===== config.mk =====
export PLATFORM = sky130hd
export DESIGN_NAME = stream_monitor
export DESIGN_NICKNAME = d
export VERILOG_FILES = /design/src/rtl/stream_monitor_pkg.sv /design/src/rtl/stream_monitor_cnt.sv /design/src/rtl/stream_monitor.sv
export SDC_FILE = /design/constraint.sdc
export NUM_CORES = 1
export LEC_CHECK = 0
export ABC_CLOCK_PERIOD_IN_PS = 15600
export CAP_MARGIN = 20
export CORE_UTILIZATION = 64
export CTS_CLUSTER_DIAMETER = 40
export DETAILED_ROUTE_END_ITERATION = 10
export DONT_BUFFER_PORTS = 1
export PLACE_DENSITY = 0.88
export SYNTH_ARGS = -nofsm -noshare
export SYNTH_HDL_FRONTEND = slang
export SYNTH_SLANG_ARGS = --single-unit

===== constraint.sdc =====
create_clock -name clk_i -period 15.6 [get_ports clk_i]
set_clock_uncertainty 0.15 [all_clocks]
set_input_delay 3.12 -clock clk_i [delete_from_list [all_inputs] [get_ports clk_i]]
set_output_delay 3.12 -clock clk_i [all_outputs]
set_load 0.005 [all_outputs]

===== src/rtl/stream_monitor_pkg.sv =====
// Shared types and helpers for the passive stream monitor.
// Saturation limits are derived from a counter width of up to 64 bits.
package stream_monitor_pkg;

    typedef enum logic {
        IDLE    = 1'b0,
        PENDING = 1'b1
    } state_e;

    localparam int unsigned MaxCntWidth = 64;

    function automatic logic [MaxCntWidth-1:0] cnt_limit(input int unsigned width);
        if (width >= MaxCntWidth) return '1;
        return (64'd1 << width) - 64'd1;
    endfunction

endpackage


===== src/rtl/stream_monitor_cnt.sv =====
// Saturating event counter: clears on clr_i, otherwise counts inc_i and sticks at all-ones.
module stream_monitor_cnt
    import stream_monitor_pkg::*;
#(
    parameter int unsigned Width = 32
) (
    input  logic             clk_i,
    input  logic             rst_i,
    input  logic             clr_i,
    input  logic             inc_i,
    output logic [Width-1:0] cnt_o
);

    localparam logic [MaxCntWidth-1:0] LimitFull = cnt_limit(Width);
    localparam logic [Width-1:0]       Limit     = LimitFull[Width-1:0];

    logic [Width-1:0] cnt_d, cnt_q;

    always_comb begin
        cnt_d = cnt_q;
        if (clr_i)                         cnt_d = '0;
        else if (inc_i && cnt_q != Limit)  cnt_d = cnt_q + Width'(1);
    end

    always_ff @(posedge clk_i or posedge rst_i) begin
        if (rst_i) cnt_q <= '0;
        else       cnt_q <= cnt_d;
    end

    assign cnt_o = cnt_q;

endmodule


===== src/rtl/stream_monitor.sv =====
// Passive valid/ready tap: counts handshakes and stalls, tracks the longest stall run,
// and raises sticky protocol-violation flags for a transfer left pending.
module stream_monitor
    import stream_monitor_pkg::*;
#(
    parameter int unsigned DataWidth = 32,
    parameter int unsigned CntWidth  = 32
) (
    input  logic                 clk_i,
    input  logic                 rst_i,
    input  logic                 clear_i,
    input  logic                 valid_i,
    input  logic                 ready_i,
    input  logic [DataWidth-1:0] data_i,
    output logic [CntWidth-1:0]  hs_cnt_o,
    output logic [CntWidth-1:0]  stall_cnt_o,
    output logic [CntWidth-1:0]  max_stall_o,
    output logic                 data_err_o,
    output logic                 valid_err_o,
    output logic [DataWidth-1:0] err_data_o
);

    localparam logic [MaxCntWidth-1:0] LimitFull = cnt_limit(CntWidth);
    localparam logic [CntWidth-1:0]    CntMax    = LimitFull[CntWidth-1:0];

    state_e               state_q;
    logic [DataWidth-1:0] hold_q, err_data_q;
    logic [CntWidth-1:0]  run_d, run_q, max_d, max_q;
    logic                 data_err_q, valid_err_q;
    logic                 hs, stall, pend, derr, verr;

    assign hs    = valid_i && ready_i;
    assign stall = valid_i && !ready_i;
    assign pend  = (state_q == PENDING);
    assign derr  = pend && (data_i != hold_q);
    assign verr  = pend && !valid_i;

    always_comb begin
        run_d = '0;
        if (stall) run_d = (run_q == CntMax) ? run_q : run_q + CntWidth'(1);
        max_d = (run_d > max_q) ? run_d : max_q;
    end

    always_ff @(posedge clk_i or posedge rst_i) begin
        if (rst_i) begin
            state_q     <= IDLE;
            hold_q      <= '0;
            run_q       <= '0;
            max_q       <= '0;
            data_err_q  <= 1'b0;
            valid_err_q <= 1'b0;
            err_data_q  <= '0;
        end else if (clear_i) begin
            state_q     <= IDLE;
            run_q       <= '0;
            max_q       <= '0;
            data_err_q  <= 1'b0;
            valid_err_q <= 1'b0;
            err_data_q  <= '0;
        end else begin
            case (state_q)
                IDLE: if (stall) begin
                    state_q <= PENDING;
                    hold_q  <= data_i;
                end
                PENDING: if (hs || !valid_i) state_q <= IDLE;
                default: state_q <= IDLE;
            endcase
            run_q <= run_d;
            max_q <= max_d;
            if (derr) data_err_q  <= 1'b1;
            if (verr) valid_err_q <= 1'b1;
            // Only the first violation since reset/clear records its payload.
            if ((derr || verr) && !data_err_q && !valid_err_q) err_data_q <= hold_q;
        end
    end

    stream_monitor_cnt #(.Width(CntWidth)) u_hs_cnt (
        .clk_i (clk_i),
        .rst_i (rst_i),
        .clr_i (clear_i),
        .inc_i (hs),
        .cnt_o (hs_cnt_o)
    );

    stream_monitor_cnt #(.Width(CntWidth)) u_stall_cnt (
        .clk_i (clk_i),
        .rst_i (rst_i),
        .clr_i (clear_i),
        .inc_i (stall),
        .cnt_o (stall_cnt_o)
    );

    assign max_stall_o = max_q;
    assign data_err_o  = data_err_q;
    assign valid_err_o = valid_err_q;
    assign err_data_o  = err_data_q;

endmodule


# After elaboration in Yosys (flattened, before gate mapping)

Cells that the tools add are included.
W data, S select, Z words.

Mux-type cells: 19
$mul: 0
Equal/unequal tests: 4
Divide/modulo/power cells: 0
Add/subtract/negate cells: 3
Reductions and logical operators: 21
Bitwise gates (word level): 2
Magnitude comparators: 1
Shift operators: 0

Operator list:

| kind                    | count |
|---|---|
| $mux W32                | 11 |
| $add A32 B1 Y32 const B | 3 |
| $ne A32 B32 Y1 const B  | 2 |
| $eq A32 B32 Y1 const B  | 1 |
| $gt A32 B32 Y1          | 1 |
| $ne A32 B32 Y1          | 1 |
| $reduce_bool A2 Y1      | 6 |
| $logic_and A1 B1 Y1     | 8 |
| $mux W1                 | 7 |
| $logic_not A1 Y1        | 4 |
| $reduce_and A3 Y1       | 1 |
| $logic_or A1 B1 Y1      | 2 |
| $not A1 Y1              | 2 |
| $pmux W1 S2             | 1 |

Bits in latches: 0
Bits in registers: 195
Memory bits (writable): 0
Word-level logic and storage cells: 59
Memories: 0
Bits in read-only memories: 0
Input bits: 37

# Longest topological paths before layout

Gate-level depths: netlist (run 1).

Depth after elaboration: 7
Gate-level depth with buffers: 18

# Hierarchy

A second synthesis (run 1) with hierarchy kept.

Cells, all modules: 1057
Area, all modules: 10542.6 µm²

Modules (own cells, without submodules):

| module             | cells each | times used | area an instance (µm²) | sequential area each (µm²) |
|---|---|---|---|---|
| stream_monitor     | 685        | 1          | 7061.8                 | 3278.1 |
| stream_monitor_cnt | 186        | 2          | 1740.4                 | 800.8 |

# Worst setup path after synthesis (run 1)

OpenSTA, ideal clock, no wires.

Path type: input -> register
From: input port valid_i
To: register max_q[0], in the netlist max_stall_o[0]
Data arrival time: 6.142 ns
Buffers on the path: 4
Slack: 9.183 ns
Data required time: 15.325 ns
Stages on the path: 14
Path through: buf_2 -> nand2b_1 -> clkbuf_1 -> clkbuf_1 -> nor2_1 -> ha_1 -> a21oi_1 -> o21a_1 -> o22ai_1 -> or4_1 -> nor4_1 -> a311o_2 -> buf_4 -> mux2_2

Longest elaborated chain between the ends: 4
Elaborated cells on any way between the ends: 6
Classes of those cells: order compare: 1; mux: 3; reduce/logical: 2

Ends and longest elaborated chain:

| element                                                  | RTL line             | text |
|---|---|---|
| start: declaration                                       | stream_monitor.sv:12 | `input logic valid_i,` |
| $logic_and A1 B1 Y1 *                                    | stream_monitor.sv:33 | `assign stall = valid_i && !ready_i;` |
| $mux W32 *                                               | stream_monitor.sv:40 | `if (stall) run_d = (run_q == CntMax) ? run_q : run_q + CntWidth'(1);` |
| $gt A32 B32 Y1 or $mux W32 (tied branches)               | stream_monitor.sv:41 | `max_d = (run_d > max_q) ? run_d : max_q;` |
| $reduce_bool A2 Y1 (no line) or $mux W32 (tied branches) | -                    |  |
| end signal: assignment                                   | stream_monitor.sv:70 | `max_q <= max_d;` |
| end: declaration                                         | stream_monitor.sv:28 | `logic [CntWidth-1:0] run_d, run_q, max_d, max_q;` |

Mark *: on every way between the ends. The rest lies on a longest branch, timed or not. The select of a mux whose other input is x is not followed.
A chain may end at the register's enable or synchronous reset.

# Worst setup path in the final report (run 1)

From: input port valid_i
To: register max_q[24], in the netlist max_stall_o[24]

Same word-level chain as after synthesis.

==> metrics list, run 1 <==
- Count of max-cap constraint violations: 0
- CTS hold repair buffers: 0
- No sink is reached through more buffers than the 2 on the longest clock path.
* Placeable Area: 15300 um^2
- The hold violation total from the final report was 0.
* Worst hold slack across all endpoints: 0.403 ns
- The floorplan step set the die width to 128 um.
* Final Instance Count excl. Fillers: 1209
- Die Y-Extent: 128 um
- After floorplanning, the core was divided into 45 placement rows.
- Global router's overall resource usage: 27.5%
- Syn Std Cell Area: between 10000 and 15000 um^2
- HPWL after detailed placement: roughly 15000 um
- 167 I/O pins were placed.
- Min cycle time layout: roughly 6.5 ns
* Cells resized by post-CTS repair: 0
- The via count of the first global-routing pass was 7205.
- The number of cells on the worst reg-to-reg path is 14.
- The first detailed-routing pass took 5 iterations.
- The critical path goes through nor2b_1 -> nand2_1 -> mux2i_1 -> ha_1 -> a21oi_1 -> o21a_1 -> o22ai_1 -> or4_1 -> nor4_1 -> a311o_2 -> mux2_2.
- Root Buffer Master: sky130_fd_sc_hd__clkbuf_16
* Post-synth EDFFs: 0
- Switching fraction of total power: 23.9%
* Lkg Pwr: 4.77 nW
* Post-synthesis async set-or-reset flop share: between 90% and 100%
* Share of power burned in combinational logic: 7.0%
* Total number of vias: 7134
* CTS tree: yes
- The worst-case IR drop observed on VDD is 0.0773 mV.
- Placed Cells incl. Taps: between 1000 and 1500
* Worst setup slack before clock tree synthesis: 8.62 ns
- After synthesis the netlist holds a flip-flop and latch count of a little under 200.
- Drt via density: 5.90
- The worst register-to-register path begins at run_q[3].
* Post-Synthesis Net Count: 1070
* Post-Route Utilization: a little over two thirds
* Setup TNS Final: 0 ns
* Post-CTS Setup Repair Bufs: 0
* Sequential fraction of design power: 52.7%
- In the post-synthesis netlist, the biggest area contributors are sky130_fd_sc_hd__dfrtp_1 (48%), sky130_fd_sc_hd__nor2_1 (7.6%), sky130_fd_sc_hd__mux2_2 (7.0%), sky130_fd_sc_hd__xor2_1 (6.6%), sky130_fd_sc_hd__ha_1 (4.3%).
* Origin of the worst setup path: valid_i
- Fraction of final layout cells sized beyond drive strength 1: a little under an eighth
- The number of antenna violations at the first check in global routing was 0.
- The worst hold path was traced through 2 stages.
* CP max stage cell: sky130_fd_sc_hd__a311o_2
- Signed area change from the synthesized netlist to the final layout: 6.97%
- Max Freq: approximately 150 MHz
- The detail route stage leaves a number of antenna-violating nets equal to 0.
* Number of buffers added on ports: 0
* CP Launch Type: input pin
- The netlist uses 57 different library cells.
- Setup repair after global routing missed its margin: no
- Outcome: complete, no violations
- Summing all non-filler instances in the final layout gives an area of 10800 um^2.
- The final layout contains 1057 nets.
* Number of CTS-inserted buffers: 17
* Post-synthesis area per instance: roughly 10 um^2
- The routed design has 21400 um of wire.
* Clock insertion delay at the later pin of the skew report: 0.44 ns
- Synthesis handed over a netlist of 998 instances.
* Standard cell area after detailed placement: 10300 um^2
- Total power per unit cell area: 96.3 nW/um^2
* Maximum number of pins on one net before global-route repair: 144
* Share of power burned in the clock network: 40.3%
- The share of the Yosys chip area taken by registers is 48.2%.
- The critical path in this run is classified as input pin to register.
- Data arrives at the worst endpoint at 6.66 ns.
* Worst stage delay on the critical path: 0.73 ns
- Final setup slack of the worst path: 9.11 ns
* Number of fill cells in the layout: 1088
- Measured against its own limit, the worst slew margin works out to 35.9%.
- The count of final max-slew check failures was 0.
* Crit path capture type: register
* Weighted congestion reported at the end of routability-driven placement: 0.910
* Cell taking the most area after synthesis: sky130_fd_sc_hd__dfrtp_1
- The path class of the tightest hold or removal check is register to register.
* Routed wire length per instance: 17.7 um
- Total power for the finished layout comes to 1.04 mW.
* DRC violations left: 0
* Diode count: 0
- In this run the biggest area consumer among cell types represents between 40 and 50% of the synthesized area.
- # setup viols final: 0
- Among all flip-flop cells after synthesis, the most frequent one is sky130_fd_sc_hd__dfrtp_1.
* Hold Startpoint: err_data_o[17]
- Initial Utilization: 66.1%
- The first global-routing pass estimated approximately 35000 um of wire.
* Tightest Pin Transition: 0.961 ns
- Highest net fanout along the worst path: 32
- Summed over all nets, the switching power comes to 0.249 mW.
- The die covers 16300 um^2.
- The Yosys step of the flow raised 0 warnings.
- Clock sink count: 195
* Required time of the critical path: 15.77 ns
- Final Cycle Share: 41.6%
- Internal power comes to 0.794 mW.
* Clock-pin slew of the registers on the worst-case setup and hold paths: 0.07 ns
* DRC marker count from the first detailed-route iteration: 535
* Maximum level of the CTS H-tree: 4
- Total congestion overflow: 0
-- layout by cell type (no fill, tap or decap), types with 17 or more instances in the layout --
| master | n |
|---|---|
| sky130_fd_sc_hd__dfrtp_1 | 195 |
| sky130_fd_sc_hd__nor2_1 | 203 |
| sky130_fd_sc_hd__ha_1 | 35 |
| sky130_fd_sc_hd__nand3_1 | 39 |
| sky130_fd_sc_hd__mux2i_1 | 37 |
| sky130_fd_sc_hd__clkbuf_16 | 17 |
| sky130_fd_sc_hd__inv_1 | 43 |
| sky130_fd_sc_hd__xnor2_1 | 39 |
| sky130_fd_sc_hd__nand4_1 | 41 |
| sky130_fd_sc_hd__a21oi_1 | 18 |
| sky130_fd_sc_hd__nand2_1 | 48 |
| sky130_fd_sc_hd__mux2_2 | 63 |
| sky130_fd_sc_hd__and3_1 | 23 |
| sky130_fd_sc_hd__xor2_1 | 76 |
-- per-layer routing --
metal,part of all wire [%],GRT usage (%),vias to the layer above
met5,0,0,-
met4,2.5,11.7,0
met3,7.3,8.60,41
met2,49,46.4,243
met1,41,32.6,3478
li1,-,-,3372
-- Yosys cell counts (12+ instances only) --
| library cell | instances |
|---|---|
| sky130_fd_sc_hd__inv_1 | 44 |
| sky130_fd_sc_hd__nor2_1 | 204 |
| sky130_fd_sc_hd__xor2_1 | 76 |
| sky130_fd_sc_hd__mux2_2 | 63 |
| sky130_fd_sc_hd__nor4_1 | 12 |
| sky130_fd_sc_hd__and3_1 | 23 |
| sky130_fd_sc_hd__xnor2_1 | 39 |
| sky130_fd_sc_hd__nand4_1 | 41 |
| sky130_fd_sc_hd__nor3_1 | 12 |
| sky130_fd_sc_hd__mux2i_1 | 37 |
| sky130_fd_sc_hd__clkbuf_1 | 24 |
| sky130_fd_sc_hd__a21oi_1 | 18 |
| sky130_fd_sc_hd__nand3_1 | 39 |
| sky130_fd_sc_hd__ha_1 | 35 |
| sky130_fd_sc_hd__nand2_1 | 48 |
| sky130_fd_sc_hd__dfrtp_1 | 195 |
-- area by class of cell --
| cell class | instances | area, um^2 | area share, % |
|---|---|---|---|
| clock buffers | 22 | 464 | 4.29 |
| repair buffers | 5 | 37.5 | 0.347 |
| inverters | 44 | 173 | 1.59 |
| well taps | 211 | 264 | 2.44 |
| multi-input cells | 722 | 4910 | 45.4 |
| flip-flops and latches | 195 | 4880 | 45.1 |
| clock inverters | 10 | 98.8 | 0.913 |
-- power by group through the flow --
stage	Clock (mW)	Combinational, mW	Sequential [mW]
after floorplan	0	0.0672	0.553
after global placement	0	0.0713	0.557
after detailed placement	0	0.0738	0.559
after CTS	0.424	0.0745	0.549
after global routing	0.447	0.0812	0.552
final	0.420	0.0731	0.550
-- path summary, 6_finish.rpt --
| check | end | slack, ns |
|---|---|---|
| min in group asynchronous | max_stall_o[9] | 2.61 |
| max in group asynchronous | u_hs_cnt.cnt_o[6] | 11.41 |
| min reg2reg | err_data_o[17] | 0.40 |
| min | err_data_o[17] | 0.40 |
| max | max_stall_o[24] | 9.11 |
| max reg2reg | max_stall_o[24] | 10.49 |
-- worst max-delay path: cells and delay by family --
family / cells / cell delay, ns
compound gates: 4 / 1.06
mux: 2 / 0.62
fa+ha+maj: 1 / 0.27
simple gates: 4 / 1.58
-- sequential cells by signal, summed over array words and instances, names as in the netlist --
| signal | cells |
|---|---|
| data_err_o | 1 |
| err_data_o | 32 |
| hold_q | 32 |
| max_stall_o | 32 |
| pend | 1 |
| run_q | 32 |
| u_hs_cnt.cnt_o | 32 |
| u_stall_cnt.cnt_o | 32 |
| valid_err_o | 1 |
-- logic make-up after synthesis --
family / count (synthesis) / synth area share [%]
AND/OR/NAND/NOR: 426 / 20.3
flip-flops: 195 / 48.2
XOR/XNOR: 115 / 9.95
multiplexers: 101 / 10.8
buffers and inverters: 81 / 3.42
AO/OA/AOI/OAI: 45 / 2.99
adder cells (fa/ha/maj): 35 / 4.33
No activity file was read; power rests on OpenSTA's default activity.
==> inputs of run 2 (changes only) <==
--- a/config.mk
+++ b/config.mk
@@ -5,13 +5,13 @@
 export SDC_FILE = /design/constraint.sdc
 export NUM_CORES = 1
 export LEC_CHECK = 0
-export ABC_CLOCK_PERIOD_IN_PS = 15600
+export ABC_CLOCK_PERIOD_IN_PS = 5280
 export CAP_MARGIN = 20
-export CORE_UTILIZATION = 64
+export CORE_UTILIZATION = 58
 export CTS_CLUSTER_DIAMETER = 40
 export DETAILED_ROUTE_END_ITERATION = 10
 export DONT_BUFFER_PORTS = 1
-export PLACE_DENSITY = 0.88
+export PLACE_DENSITY = 0.84
 export SYNTH_ARGS = -nofsm -noshare
 export SYNTH_HDL_FRONTEND = slang
 export SYNTH_SLANG_ARGS = --single-unit
==> constraint.sdc (replaced) <==
create_clock -name clk_i -period 5.28 [get_ports clk_i]
set_clock_uncertainty 0.15 [all_clocks]
set_input_delay 1.056 -clock clk_i [delete_from_list [all_inputs] [get_ports clk_i]]
set_output_delay 1.056 -clock clk_i [all_outputs]
set_load 0.005 [all_outputs]
==> run 2 against run 1 <==
Effect of this change: critical path depth is 3 higher; combinational power rose to 3.0 times the previous value; sequential power grew to 2.9 times the previous value; critical endpoint is now max_stall_o[22]; largest cell class unchanged; largest power group unchanged.
==> metrics list, run 2 (synthesis gave the netlist of run 1 again) <==
- Outcome: complete, no violations
- The CTS sink count is 195 (unchanged).
- The overall die width came to 134 um (+5.0%).
* Global router's overall resource usage: 25.6% (-1.9 points)
* Clock insertion delay at the later pin of the skew report: 0.44 ns (about the same)
* Final Cycle Share: 93.3%
- The setup TNS after final layout was 0 ns (unchanged).
- Share of power burned in the clock network: 41.4% (+1.1 points)
* Arrival time at the worst endpoint: 5.10 ns (-1.56 ns)
* Fraction of final layout cells sized beyond drive strength 1: 12.3% (+0.48 points)
* Diode count: 0 (unchanged)
- The maximum number of pins on one net before global-route repair came to 171 (+19%).
- The global routing usage on met1 was 32.0% (-0.57 points).
* Total power per unit cell area: 288 nW/um^2 (+200%)
* Signed area change from the synthesized netlist to the final layout: 7.61%
- The tree is rooted in a sky130_fd_sc_hd__clkbuf_16.
- The met3 capacity usage during global routing came to 6.65% (-1.9 points).
- In this run the critical register-to-register path is launched from run_q[3].
- The post-cts gate resize count was 0 (unchanged).
- Sw power: 0.797 mW (+220%)
* VDD IR max: 0.234 mV (+200%)
- Post-CTS Setup Repair Bufs: 0 (unchanged)
- The pin slew with the least headroom to its limit came to 0.933 ns (-0.0284 ns).
- Initial antenna violation count: 0 (unchanged)
* Max Transition Viols Final: 0 (unchanged)
- The endpoint identified for the worst register-to-register timing path is max_stall_o[22].
- Weighted congestion reported at the end of routability-driven placement: 0.905 (-0.58%)
- Standard cell area after detailed placement: 10300 um^2 (+0.34%)
- The initial core utilization was 60.2% (-5.9 points).
* Gr busiest metal: met2
- The max-cap check violation count was 0 (unchanged).
- Setup repair after global routing missed its margin: no
* Maximum level of the CTS H-tree: 4 (unchanged)
- Share of power burned in combinational logic: 6.9% (about the same)
- The leakage power total came to 4.81 nW (+0.71%).
- The worst setup path is of the register to register kind.
* Number of buffers added on ports: 0 (unchanged)
- HPWL after detailed placement: 15200 um (+4.8%)
- The post-layout total power came to 3.14 mW (+200%).
- Met2 track demand over resource in global routing: 42.1% (-4.3 points)
- Max Freq: 203 MHz
- After layout, the minimum clock period comes to 4.93 ns.
* Placeable Area: 16800 um^2 (+9.8%)
* Clock-pin slew of the registers on the worst-case setup and hold paths: 0.07 ns (about the same)
* Total wire length after detailed routing: 22000 um (+2.9%)
* Highest net fanout along the worst path: 32 (unchanged)
- The remaining routing DRC violations is 0 (unchanged).
* Cell row count: 47 (+4.4%)
* Commonest cells after routing, fill and taps aside: sky130_fd_sc_hd__nor2_1 (203), sky130_fd_sc_hd__dfrtp_1 (195), sky130_fd_sc_hd__xor2_1 (76)
- The tightest slew margin relative to the limit was 37.8% (+1.9 points).
- The vertical die dimension is 134 um (+5.0%).
* Number of buffers between clock root and the deepest sink: 2 (unchanged)
- Reg-to-reg slack, setup: 0.35 ns (-10.14 ns)
* P_int: 2.34 mW (+200%)
- The total iterations of the first detailed-routing run is 5 (unchanged).
- The total number of vias came to 7197 (+0.88%).
- The final global-route overflow total is 0 (unchanged).
* Number of fill cells in the layout: 1270 (+17%)
- The DRC marker count from the first detailed-route iteration came to 479 (-10%).
- I/O Pins: 167 (unchanged)
- The area enclosed by the die boundary was 18000 um^2 (+10%).
- CTS hold repair buffers: 0 (unchanged)
* Number of nets at the end of the flow: 1059 (+0.19%)
- The depth of the worst register-to-register path came to 14 (unchanged).
* Worst hold slack across all endpoints: 0.390 ns (-0.0134 ns)
- Drt via density: 5.90 (about the same)
* Switching fraction of total power: 25.4% (+1.5 points)
* Endpoints failing hold: 0 (unchanged)
- Post-Layout Inst Area: 10900 um^2 (+0.60%)
- Post-Route Utilization: 64.8% (-5.9 points)
* Number of global-route vias before repair: 7302 (+1.3%)
- The average detailed-routed wire length per instance was 18.0 um (+1.9%).
* Number of CTS-inserted buffers: 17 (unchanged)
- # setup viols final: 0 (unchanged)
* CTS tree: yes
- The worst setup path is captured at a register.
- Leaving out fill and tap cells, the most frequent cell in the layout is sky130_fd_sc_hd__nor2_1.
* CP Launch Type: register
- The data required time at the worst endpoint was 5.45 ns (-10.32 ns).
- Sequential fraction of design power: 51.7% (-1.0 points)
* Type of the most critical hold path: input pin to async pin
- The remaining antenna violation count after routing is 0 (unchanged).
- Wire length of the first global-routing pass: 36200 um (+2.6%)
run 2: changes by cell type in the layout (fill, tap and decap cells not counted), moves of 2 or more:
| cell | previous run | this run |
|---|---|---|
| sky130_fd_sc_hd__inv_8 | 2 | 5 |
| sky130_fd_sc_hd__clkbuf_8 | 2 | 0 |
| sky130_fd_sc_hd__clkbuf_1 | 3 | 0 |
| sky130_fd_sc_hd__clkinvlp_4 | 4 | 2 |
| sky130_fd_sc_hd__clkinv_4 | 1 | 4 |
run 2: stage by stage:
step / cells / setup WS [ns]
final: 1220 / 0.351
after global routing: 1220 / 0.0532
after CTS: 1220 / 0.376
after detailed placement: 1188 / 0.376
after global placement: 1188 / 0.552
after floorplan: 998 / 0.927
run 2: worst max-delay path by stage:
stage	startpoint	slack, ns	to	depth (start not counted)
6_report	run_q[3]	0.35	max_stall_o[22]	14
5_1_grt	run_q[4]	0.05	max_stall_o[0]	14
4_1_cts	run_q[3]	0.38	max_stall_o[1]	14
3_5_place_dp	run_q[3]	0.38	max_stall_o[27]	14
3_3_place_gp	ready_i	0.55	max_stall_o[27]	10
2_1_floorplan	valid_i	0.93	max_stall_o[0]	14
run 2: area by class of cell:
cell class	instances	area, um^2	area share [%]
clock buffers	17	425	3.90
well taps	220	275	2.53
repair buffers	7	65.1	0.597
multi-input cells	722	4910	45.1
flip-flops and latches	195	4880	44.8
clock inverters	15	168	1.54
inverters	44	169	1.55
run 2: power by group through the flow:
stage                     logic, mW  registers, mW  clock network (mW)
final                         0.218           1.62                1.30
after global routing          0.240           1.63                1.38
after detailed placement      0.220           1.65                   0
after CTS                     0.221           1.62                1.32
after floorplan               0.199           1.63                   0
after global placement        0.213           1.65                   0
run 2: worst max-delay path, stage by stage (launching register included):
cell and delay (ns):
sky130_fd_sc_hd__dfrtp_1 0.42, sky130_fd_sc_hd__nand4_1 0.25, sky130_fd_sc_hd__or2_2 0.37, sky130_fd_sc_hd__a41oi_1 0.53
sky130_fd_sc_hd__nand4_1 0.20, sky130_fd_sc_hd__xor2_1 0.22, sky130_fd_sc_hd__nor2_1 0.06, sky130_fd_sc_hd__ha_1 0.31
sky130_fd_sc_hd__a21o_1 0.16, sky130_fd_sc_hd__nand3_1 0.07, sky130_fd_sc_hd__a21oi_1 0.06, sky130_fd_sc_hd__or4_1 0.55
sky130_fd_sc_hd__nor4_1 0.31, sky130_fd_sc_hd__a311o_2 0.70, sky130_fd_sc_hd__mux2_2 0.41
run 2: per-layer routing:
metal,up-vias,part of all wire (%)
met5,-,0
met4,0,3.0
met3,56,6.3
met2,223,49
met1,3538,42
li1,3380,-
